### src/rtl/fifo_frame_pkg.sv
// rtl/fifo_frame_pkg.sv - constants and state encodings shared by the ADS-B FIFO fill and unpack logic
package fifo_frame_pkg;

    localparam logic [19:0] HDR_SYNC        = 20'hAD50B;
    localparam int          SHORT_WORDS     = 4;
    localparam int          LONG_WORDS      = 7;
    localparam int          HALF_WORD_PAIRS = 8;
    localparam int          FRAME_BITS      = 112;

    typedef enum logic [2:0] {
        HUNT_RD   = 3'b000,
        HUNT_WAIT = 3'b001,
        DATA_RD   = 3'b010,
        DATA_WAIT = 3'b011,
        PRESENT   = 3'b100
    } unpack_state_e;

    // The final word of a short frame only carries its upper half-word of pairs.
    function automatic logic [15:0] slot_mask(input logic half_only);
        return half_only ? {{HALF_WORD_PAIRS{1'b1}}, {HALF_WORD_PAIRS{1'b0}}} : 16'hFFFF;
    endfunction

endpackage

### src/rtl/fifo_frame_unpacker_if.sv
// rtl/fifo_frame_unpacker_if.sv - FIFO read side and frame presentation side of the unpacker
interface fifo_frame_unpacker_if #(
    parameter int width = 10
) ();

    logic [31:0]      fifo_data;
    logic             fifo_empty;
    logic             fifo_rd;
    logic [111:0]     frame_data;
    logic [111:0]     frame_conf;
    logic             frame_long;
    logic [width-1:0] frame_thresh;
    logic             frame_valid;
    logic             frame_ack;

    modport master (
        input  fifo_data, fifo_empty, frame_ack,
        output fifo_rd, frame_data, frame_conf, frame_long, frame_thresh, frame_valid
    );

    modport slave (
        output fifo_data, fifo_empty, frame_ack,
        input  fifo_rd, frame_data, frame_conf, frame_long, frame_thresh, frame_valid
    );

endinterface

### src/rtl/fifo_word_deinterleave.sv
// rtl/fifo_word_deinterleave.sv - splits a word of {data,conf} bit pairs into 16 data and 16 conf bits
module fifo_word_deinterleave (
    input  logic [31:0] word_i,
    output logic [15:0] data_o,
    output logic [15:0] conf_o
);

    always_comb begin
        data_o = '0;
        conf_o = '0;
        for (int j = 0; j < 16; j++) begin
            data_o[15-j] = word_i[31-2*j];
            conf_o[15-j] = word_i[30-2*j];
        end
    end

endmodule

### src/rtl/fifo_frame_unpacker.sv
// rtl/fifo_frame_unpacker.sv - hunts the header word, assembles a 56/112-bit frame and presents it
module fifo_frame_unpacker
    import fifo_frame_pkg::*;
#(
    parameter int width = 10
) (
    input  logic                  clock,
    input  logic                  reset,
    input  logic                  ena,
    fifo_frame_unpacker_if.master bus,
    output logic                  hdr_err,
    output logic [7:0]            drop_count,
    output logic [2:0]            state_out
);

    unpack_state_e    state_q, state_d;
    logic [2:0]       word_cnt_q, word_cnt_d;
    logic [111:0]     data_q, data_d;
    logic [111:0]     conf_q, conf_d;
    logic             long_q, long_d;
    logic [width-1:0] thresh_q, thresh_d;
    logic             hdr_err_q, hdr_err_d;
    logic [7:0]       drop_q, drop_d;

    logic             rd_ok;
    logic             hdr_hit;
    logic             long_now;
    logic             last_word;
    logic [11:0]      thresh_mask;
    logic [15:0]      dw_data, dw_conf, mask;
    logic [6:0]       slot_shift;

    fifo_word_deinterleave u_deint (
        .word_i (bus.fifo_data),
        .data_o (dw_data),
        .conf_o (dw_conf)
    );

    // Reset gates the strobe so no read escapes while the FSM is held in HUNT_RD.
    assign rd_ok = reset && ena && !bus.fifo_empty &&
                   ((state_q == HUNT_RD) || (state_q == DATA_RD));

    assign thresh_mask = 12'((1 << width) - 1);
    assign hdr_hit     = (bus.fifo_data[31:12] == HDR_SYNC) &&
                         ((bus.fifo_data[11:0] & ~thresh_mask) == 12'd0);

    // Word 0 decides the length in the same cycle it is captured.
    assign long_now   = (word_cnt_q == 3'd0) ? bus.fifo_data[31] : long_q;
    assign last_word  = (word_cnt_q == (long_now ? 3'(LONG_WORDS - 1) : 3'(SHORT_WORDS - 1)));
    assign mask       = slot_mask(!long_now && last_word);
    assign slot_shift = {word_cnt_q, 4'b0000};

    always_comb begin
        state_d    = state_q;
        word_cnt_d = word_cnt_q;
        data_d     = data_q;
        conf_d     = conf_q;
        long_d     = long_q;
        thresh_d   = thresh_q;
        hdr_err_d  = 1'b0;
        drop_d     = drop_q;
        case (state_q)
            HUNT_RD: begin
                if (rd_ok) state_d = HUNT_WAIT;
            end
            HUNT_WAIT: begin
                if (hdr_hit) begin
                    thresh_d   = bus.fifo_data[width-1:0];
                    word_cnt_d = 3'd0;
                    data_d     = '0;
                    conf_d     = '0;
                    long_d     = 1'b0;
                    state_d    = DATA_RD;
                end else begin
                    hdr_err_d = 1'b1;
                    if (drop_q != 8'hFF) drop_d = drop_q + 8'd1;
                    state_d   = HUNT_RD;
                end
            end
            DATA_RD: begin
                if (rd_ok) state_d = DATA_WAIT;
            end
            DATA_WAIT: begin
                data_d = data_q | ({dw_data & mask, 96'd0} >> slot_shift);
                conf_d = conf_q | ({dw_conf & mask, 96'd0} >> slot_shift);
                if (word_cnt_q == 3'd0) long_d = long_now;
                if (last_word) begin
                    state_d = PRESENT;
                end else begin
                    word_cnt_d = word_cnt_q + 3'd1;
                    state_d    = DATA_RD;
                end
            end
            PRESENT: begin
                if (bus.frame_ack) state_d = HUNT_RD;
            end
            default: state_d = HUNT_RD;
        endcase
    end

    always_ff @(posedge clock or negedge reset) begin
        if (!reset) begin
            state_q    <= HUNT_RD;
            word_cnt_q <= '0;
            data_q     <= '0;
            conf_q     <= '0;
            long_q     <= 1'b0;
            thresh_q   <= '0;
            hdr_err_q  <= 1'b0;
            drop_q     <= '0;
        end else begin
            state_q    <= state_d;
            word_cnt_q <= word_cnt_d;
            data_q     <= data_d;
            conf_q     <= conf_d;
            long_q     <= long_d;
            thresh_q   <= thresh_d;
            hdr_err_q  <= hdr_err_d;
            drop_q     <= drop_d;
        end
    end

    assign bus.fifo_rd      = rd_ok;
    assign bus.frame_data   = data_q;
    assign bus.frame_conf   = conf_q;
    assign bus.frame_long   = long_q;
    assign bus.frame_thresh = thresh_q;
    assign bus.frame_valid  = (state_q == PRESENT);
    assign hdr_err          = hdr_err_q;
    assign drop_count       = drop_q;
    assign state_out        = state_q;

endmodule

### src/flat_wrapper.sv
// flat-port wrapper written by rule: the top's interface ports become plain ports
module fifo_frame_unpacker_flat import fifo_frame_pkg::*;
#(
    parameter int width = 10
)
  (clock, reset, ena, hdr_err, drop_count, state_out, bus_fifo_data, bus_fifo_empty, bus_frame_ack, bus_fifo_rd, bus_frame_data, bus_frame_conf, bus_frame_long, bus_frame_thresh, bus_frame_valid);
  fifo_frame_unpacker_if #(.width(width)) bus_i ();
  input  logic clock;
  input  logic reset;
  input  logic ena;
  output logic hdr_err;
  output logic [7:0] drop_count;
  output logic [2:0] state_out;
  input wire logic [$bits(bus_i.fifo_data)-1:0] bus_fifo_data;
  input wire logic [$bits(bus_i.fifo_empty)-1:0] bus_fifo_empty;
  input wire logic [$bits(bus_i.frame_ack)-1:0] bus_frame_ack;
  output wire logic [$bits(bus_i.fifo_rd)-1:0] bus_fifo_rd;
  output wire logic [$bits(bus_i.frame_data)-1:0] bus_frame_data;
  output wire logic [$bits(bus_i.frame_conf)-1:0] bus_frame_conf;
  output wire logic [$bits(bus_i.frame_long)-1:0] bus_frame_long;
  output wire logic [$bits(bus_i.frame_thresh)-1:0] bus_frame_thresh;
  output wire logic [$bits(bus_i.frame_valid)-1:0] bus_frame_valid;
  assign bus_i.fifo_data = bus_fifo_data;
  assign bus_i.fifo_empty = bus_fifo_empty;
  assign bus_i.frame_ack = bus_frame_ack;
  assign bus_fifo_rd = bus_i.fifo_rd;
  assign bus_frame_data = bus_i.frame_data;
  assign bus_frame_conf = bus_i.frame_conf;
  assign bus_frame_long = bus_i.frame_long;
  assign bus_frame_thresh = bus_i.frame_thresh;
  assign bus_frame_valid = bus_i.frame_valid;
  fifo_frame_unpacker #(.width(width)) u_core (.clock(clock), .reset(reset), .ena(ena), .bus(bus_i), .hdr_err(hdr_err), .drop_count(drop_count), .state_out(state_out));
endmodule
### config.mk
export PLATFORM = sky130hd
export DESIGN_NAME = fifo_frame_unpacker_flat
export DESIGN_NICKNAME = d
export VERILOG_FILES = /design/src/rtl/fifo_frame_pkg.sv /design/src/rtl/fifo_frame_unpacker_if.sv /design/src/rtl/fifo_word_deinterleave.sv /design/src/rtl/fifo_frame_unpacker.sv /design/src/flat_wrapper.sv
export SDC_FILE = /design/constraint.sdc
export NUM_CORES = 1
export LEC_CHECK = 0
export BUFFER_PORTS_ARGS = -buffer_cell sky130_fd_sc_hd__buf_2
export CAP_MARGIN = 0
export CORE_MARGIN = 8
export CORE_UTILIZATION = 25
export CTS_CLUSTER_SIZE = 25
export DETAILED_ROUTE_END_ITERATION = 8
export HOLD_SLACK_MARGIN = 0.03
export MAX_ROUTING_LAYER = met4
export PLACE_DENSITY = 0.44
export SETUP_SLACK_MARGIN = 0.02
export SYNTH_ARGS = -nofsm -noshare
export SYNTH_HDL_FRONTEND = slang
export SYNTH_SLANG_ARGS = --single-unit
### constraint.sdc
create_clock -name clock -period 2.7 [get_ports clock]
set_clock_uncertainty 0.1 [all_clocks]
set_input_delay 0.135 -clock clock [delete_from_list [all_inputs] [get_ports clock]]
set_output_delay 0.135 -clock clock [all_outputs]
set_load 0.01 [all_outputs]
==> results by stage <==
Outcome:
- The flow ran to the end, and the final reports show no timing, DRC or antenna violations.

Yosys:
- The largest area contributor in the synthesized netlist is sky130_fd_sc_hd__dfrtp_1.
- During synthesis, Yosys emitted a total of 0 warnings.
- The mapped netlist covers 9380 um2.
- The number of nets handed over by synthesis was 827.
- In this run the mean area of a mapped cell was 11.9 um2.
- The number of library cell types mapped by synthesis is 40.
- The area share of the largest cell type after synthesis is 66.7%.
- The flop and latch count out of synthesis is 250.
- Sorting the synthesized cells by area gives the leading types as sky130_fd_sc_hd__dfrtp_1 67%, sky130_fd_sc_hd__a22o_1 10%, sky130_fd_sc_hd__a21oi_1 6.0%.
- The sequential area share after synthesis is 66.7%.
- The cell count after synthesis came out at 787.

Power:
- The total power divided by cell area is 644 nW/um2.
- The total power is 8.19 mW.
- The share of total power dissipated in sequential elements is 46.8%.
- The leakage power summed over all cells is 7.06 nW.
- Net switching is 23.2% of the power.
- The share of total power in the clock network is 48.6%.
- The worst-case IR drop observed on VDD is 0.454 mV.
- Combinational logic burns 4.7% of the power.
- Summed over all nets, the switching power comes to 1.90 mW.
- The internal power of the cells totals 6.29 mW.

Placement:
- The number of placed instances, taps included is 1498.
- The port buffer count is 285.
- Routability-driven placement finished with a final weighted congestion of 0.727.
- OpenSTA, run right after detailed placement, puts the worst setup slack at 0.425 ns.
- The area after detailed placement is 11300 um2.
- The placed wire-length estimate after detailed placement is 23.0 mm.

CTS:
- CTS saw 250 sinks.
- The clock network latency to the later pin of the worst-skew pair is 0.56 ns.
- The clock transition time at the flip-flop clock pins of the worst setup and hold paths is 0.06 ns.
- CTS built an H-tree with a depth of 1.
- The cell at the root of the clock tree is sky130_fd_sc_hd__clkbuf_16.
- After clock tree synthesis, the flow added hold-fix buffers numbering 38.
- The CTS tree is yes.
- The number of CTS-inserted buffers is 29.
- The post-CTS repair timing setup buffer count is 0.
- The number of buffers between clock root and the deepest sink is 3.
- Gates resized during post-CTS repair numbered 0.

STA:
- The number of slew-limit violations in the final report is 0.
- The worst path uses 86.3% of the clock period.
- The transition time at the pin with the least slew margin is 0.844 ns.
- The relative slew slack is 43.7%.
- Setup slack closes at 0.369 ns.
- Setup repair after global routing left no endpoint under its margin.
- The time the worst path needs with I/O delays and setup is 2.33 ns.
- The worst hold margin is 0.305 ns.
- For this run, the top clock speed supported by timing is 429 MHz.
- After routing, the total negative slack on setup checks comes to 0 ns.
- The hold violation total from the final report is 0.
- Setup violations remaining at the end of the flow were counted as 0.

Final layout:
- Cells with a size suffix above 1 make up 33.5% of the layout.
- The final core area utilization is 34.1%.
- The multi-input combinational cell area is 2780 um2.
- The final net count is 1133.
- Compared with the post-synthesis result, the final layout area differs by 35.5%.
- The number of filler instances in the final layout is 3780.
- The number of antenna diodes is 0.
- The library cell used most frequently in the layout, excluding fill and tap cells, is sky130_fd_sc_hd__buf_2.
- The count of cells in the finished layout, fillers not included, comes to 1589.
- The library cells used most frequently in the layout, excluding fill and tap cells, are 284 x sky130_fd_sc_hd__buf_2, 250 x sky130_fd_sc_hd__dfrtp_1, 118 x sky130_fd_sc_hd__nor2_1.
- The area occupied by registers is 6260 um2.
- After routing the design area is 12700 um2.

Floorplanning:
- From bottom edge to top edge, the die measures 210 um.
- The initial utilization of the core area, before any placement, comes to 25.2%.
- The floorplan die area is 44000 um2.
- Measured along the x axis, the die boundary spans 210 um.
- In this run the standard cell core region covers 37300 um2.
- During I/O placement, the number of pins put on the boundary was 286.
- The row count is 71.

Drt:
- The first routing iteration left 429 violations.
- Dividing the detail-routed wire length by the instance count gives 21.6 um.
- After detailed routing, the number of remaining DRC violations is 0.
- The count of vias placed by the detailed router is 7366.
- Dividing the detail-routed via count by the number of cells gives 4.64.
- The first-pass iteration count of the detailed router is 4.
- Once detail routing completed, the nets flagged for antenna violations numbered 0.
- The final layout contains routed wiring with a total length of 34.3 mm.

Global routing:
- met2 is the most crowded layer.
- Global routing used 15.7% of the available tracks.
- Entering global routing, the biggest net connects 125 pins.
- Global routing consumed, on the met2 layer, 24.1% of the routing resources.
- For this run, global-route usage on met3 was measured as 4.83%.
- After global routing the overflow that remains totals 0.
- The via count of the first global-routing pass is 7873.
- The routing usage on met1 is 20.2%.
- The global-route wire length before repair is 52.3 mm.
- The number of antenna violations at the first check in global routing is 0.

Critical path:
- The worst setup path startpoint is reset.
- In this run the critical register-to-register path is launched from u_core.word_cnt_q[1].
- The worst setup path is launched from an input port.
- By startpoint and endpoint, the worst setup path is classified as input port to primary output.
- Data arrives at the worst endpoint at 2.10 ns.
- The required arrival time at the worst endpoint is 2.47 ns.
- The maximum net fanout on the critical path is 9.
- The worst setup path is captured at a primary output.

Worst hold path:
- The path class of the tightest hold or removal check is input port to flip-flop.
- The start point of the worst min-delay path is bus_fifo_data[1].

Flow run:
- The tool flagged a number of max-cap violations equal to 0.
==> Yosys cell counts <==
cell type / instances
sky130_fd_sc_hd__dfrtp_1: 250
sky130_fd_sc_hd__nor2_1: 120
sky130_fd_sc_hd__a21oi_1: 113
sky130_fd_sc_hd__a22o_1: 112
sky130_fd_sc_hd__nand2_1: 34
sky130_fd_sc_hd__clkbuf_1: 33
sky130_fd_sc_hd__buf_2: 20
sky130_fd_sc_hd__nor2b_1: 15
sky130_fd_sc_hd__buf_4: 10
sky130_fd_sc_hd__inv_1: 6
sky130_fd_sc_hd__nand2b_1: 6
sky130_fd_sc_hd__and2_1: 5
sky130_fd_sc_hd__buf_6: 5
sky130_fd_sc_hd__xnor2_1: 5
sky130_fd_sc_hd__and3_1: 4
sky130_fd_sc_hd__mux2_2: 4
sky130_fd_sc_hd__nand4_1: 4
sky130_fd_sc_hd__nor3_1: 4
sky130_fd_sc_hd__nor4_1: 4
sky130_fd_sc_hd__ha_1: 3
sky130_fd_sc_hd__nand3_1: 3
sky130_fd_sc_hd__nand3b_1: 3
sky130_fd_sc_hd__o21ai_0: 3
sky130_fd_sc_hd__a31oi_1: 2
sky130_fd_sc_hd__nand4b_1: 2
sky130_fd_sc_hd__nand4bb_1: 2
sky130_fd_sc_hd__nor3b_1: 2
sky130_fd_sc_hd__a41o_1: 1
sky130_fd_sc_hd__and3b_1: 1
sky130_fd_sc_hd__and4_1: 1
sky130_fd_sc_hd__buf_1: 1
sky130_fd_sc_hd__clkbuf_2: 1
sky130_fd_sc_hd__nand3_2: 1
sky130_fd_sc_hd__nor4_4: 1
sky130_fd_sc_hd__o211ai_1: 1
sky130_fd_sc_hd__o2bb2ai_1: 1
sky130_fd_sc_hd__o32ai_1: 1
sky130_fd_sc_hd__or3b_2: 1
sky130_fd_sc_hd__or4_4: 1
sky130_fd_sc_hd__xor2_1: 1
==> routing by layer <==
layer | wire length, um | up-vias
li1 | - | 3371
met1 | 15400 | 3733
met2 | 15600 | 216
met3 | 2550 | 46
met4 | 696 | 0
met5 | 0 | -
==> sequential cells by signal, summed over array words and instances (netlist names) <==
| name | cells |
|---|---|
| u_core.bus.frame_conf | 112 |
| u_core.bus.frame_data | 112 |
| u_core.bus.frame_long | 1 |
| u_core.bus.frame_thresh | 10 |
| u_core.drop_count | 8 |
| u_core.hdr_err | 1 |
| u_core.state_out | 3 |
| u_core.word_cnt_q | 3 |
==> worst max-delay path: stages <==
cell and delay (ns):
sky130_fd_sc_hd__dlygate4sd3_1 0.52, sky130_fd_sc_hd__dlygate4sd3_1 0.58, sky130_fd_sc_hd__buf_8 0.20, sky130_fd_sc_hd__nand2_1 0.12, sky130_fd_sc_hd__nor4_1 0.33, sky130_fd_sc_hd__buf_2 0.21
==> kinds of logic after synthesis <==
kind of cell	after synthesis	share of synthesized area, %
AOI/OAI and AO/OA	234	17.1
muxes	4	0.480
DFF	250	66.7
adders and majority gates	3	0.400
xor gates and xnor gates	6	0.560
and+or+nand+nor	214	10.6
buffers and inverters	76	4.12
==> final timing paths <==
| check | endpoint | slack (ns) | depth (start not counted) |
|---|---|---|---|
| worst max-delay path | bus_fifo_rd | 0.37 | 6 |
| worst min-delay path | u_core.bus.frame_thresh[1] | 0.30 | 4 |
| worst max register to register | u_core.bus.frame_conf[49] | 0.44 | 5 |
| worst min register to register | u_core.bus.frame_data[56] | 0.39 | 2 |
| max in group asynchronous | u_core.bus.frame_conf[96] | 1.29 | 4 |
| min in group asynchronous | u_core.bus.frame_conf[36] | 0.44 | 3 |
==> power by group through the flow <==
stage	clock network (mW)	registers, mW	logic (mW)
floorplan	0	3.91	0.104
global placement	0	3.90	0.348
detailed placement	0	3.90	0.349
CTS	4.10	3.83	0.398
global route	4.25	3.84	0.429
finish	3.98	3.83	0.381
==> final cells by class <==
cell class / instances / area share (%)
multi-input combinational: 461 / 21.9
inverter: 6 / 0.177
sequential: 250 / 49.2
clock buffer: 40 / 6.66
timing repair buffer: 345 / 16.4
tap: 474 / 4.67
clock inverter: 13 / 0.984
(Power assumes the default switching activity.)
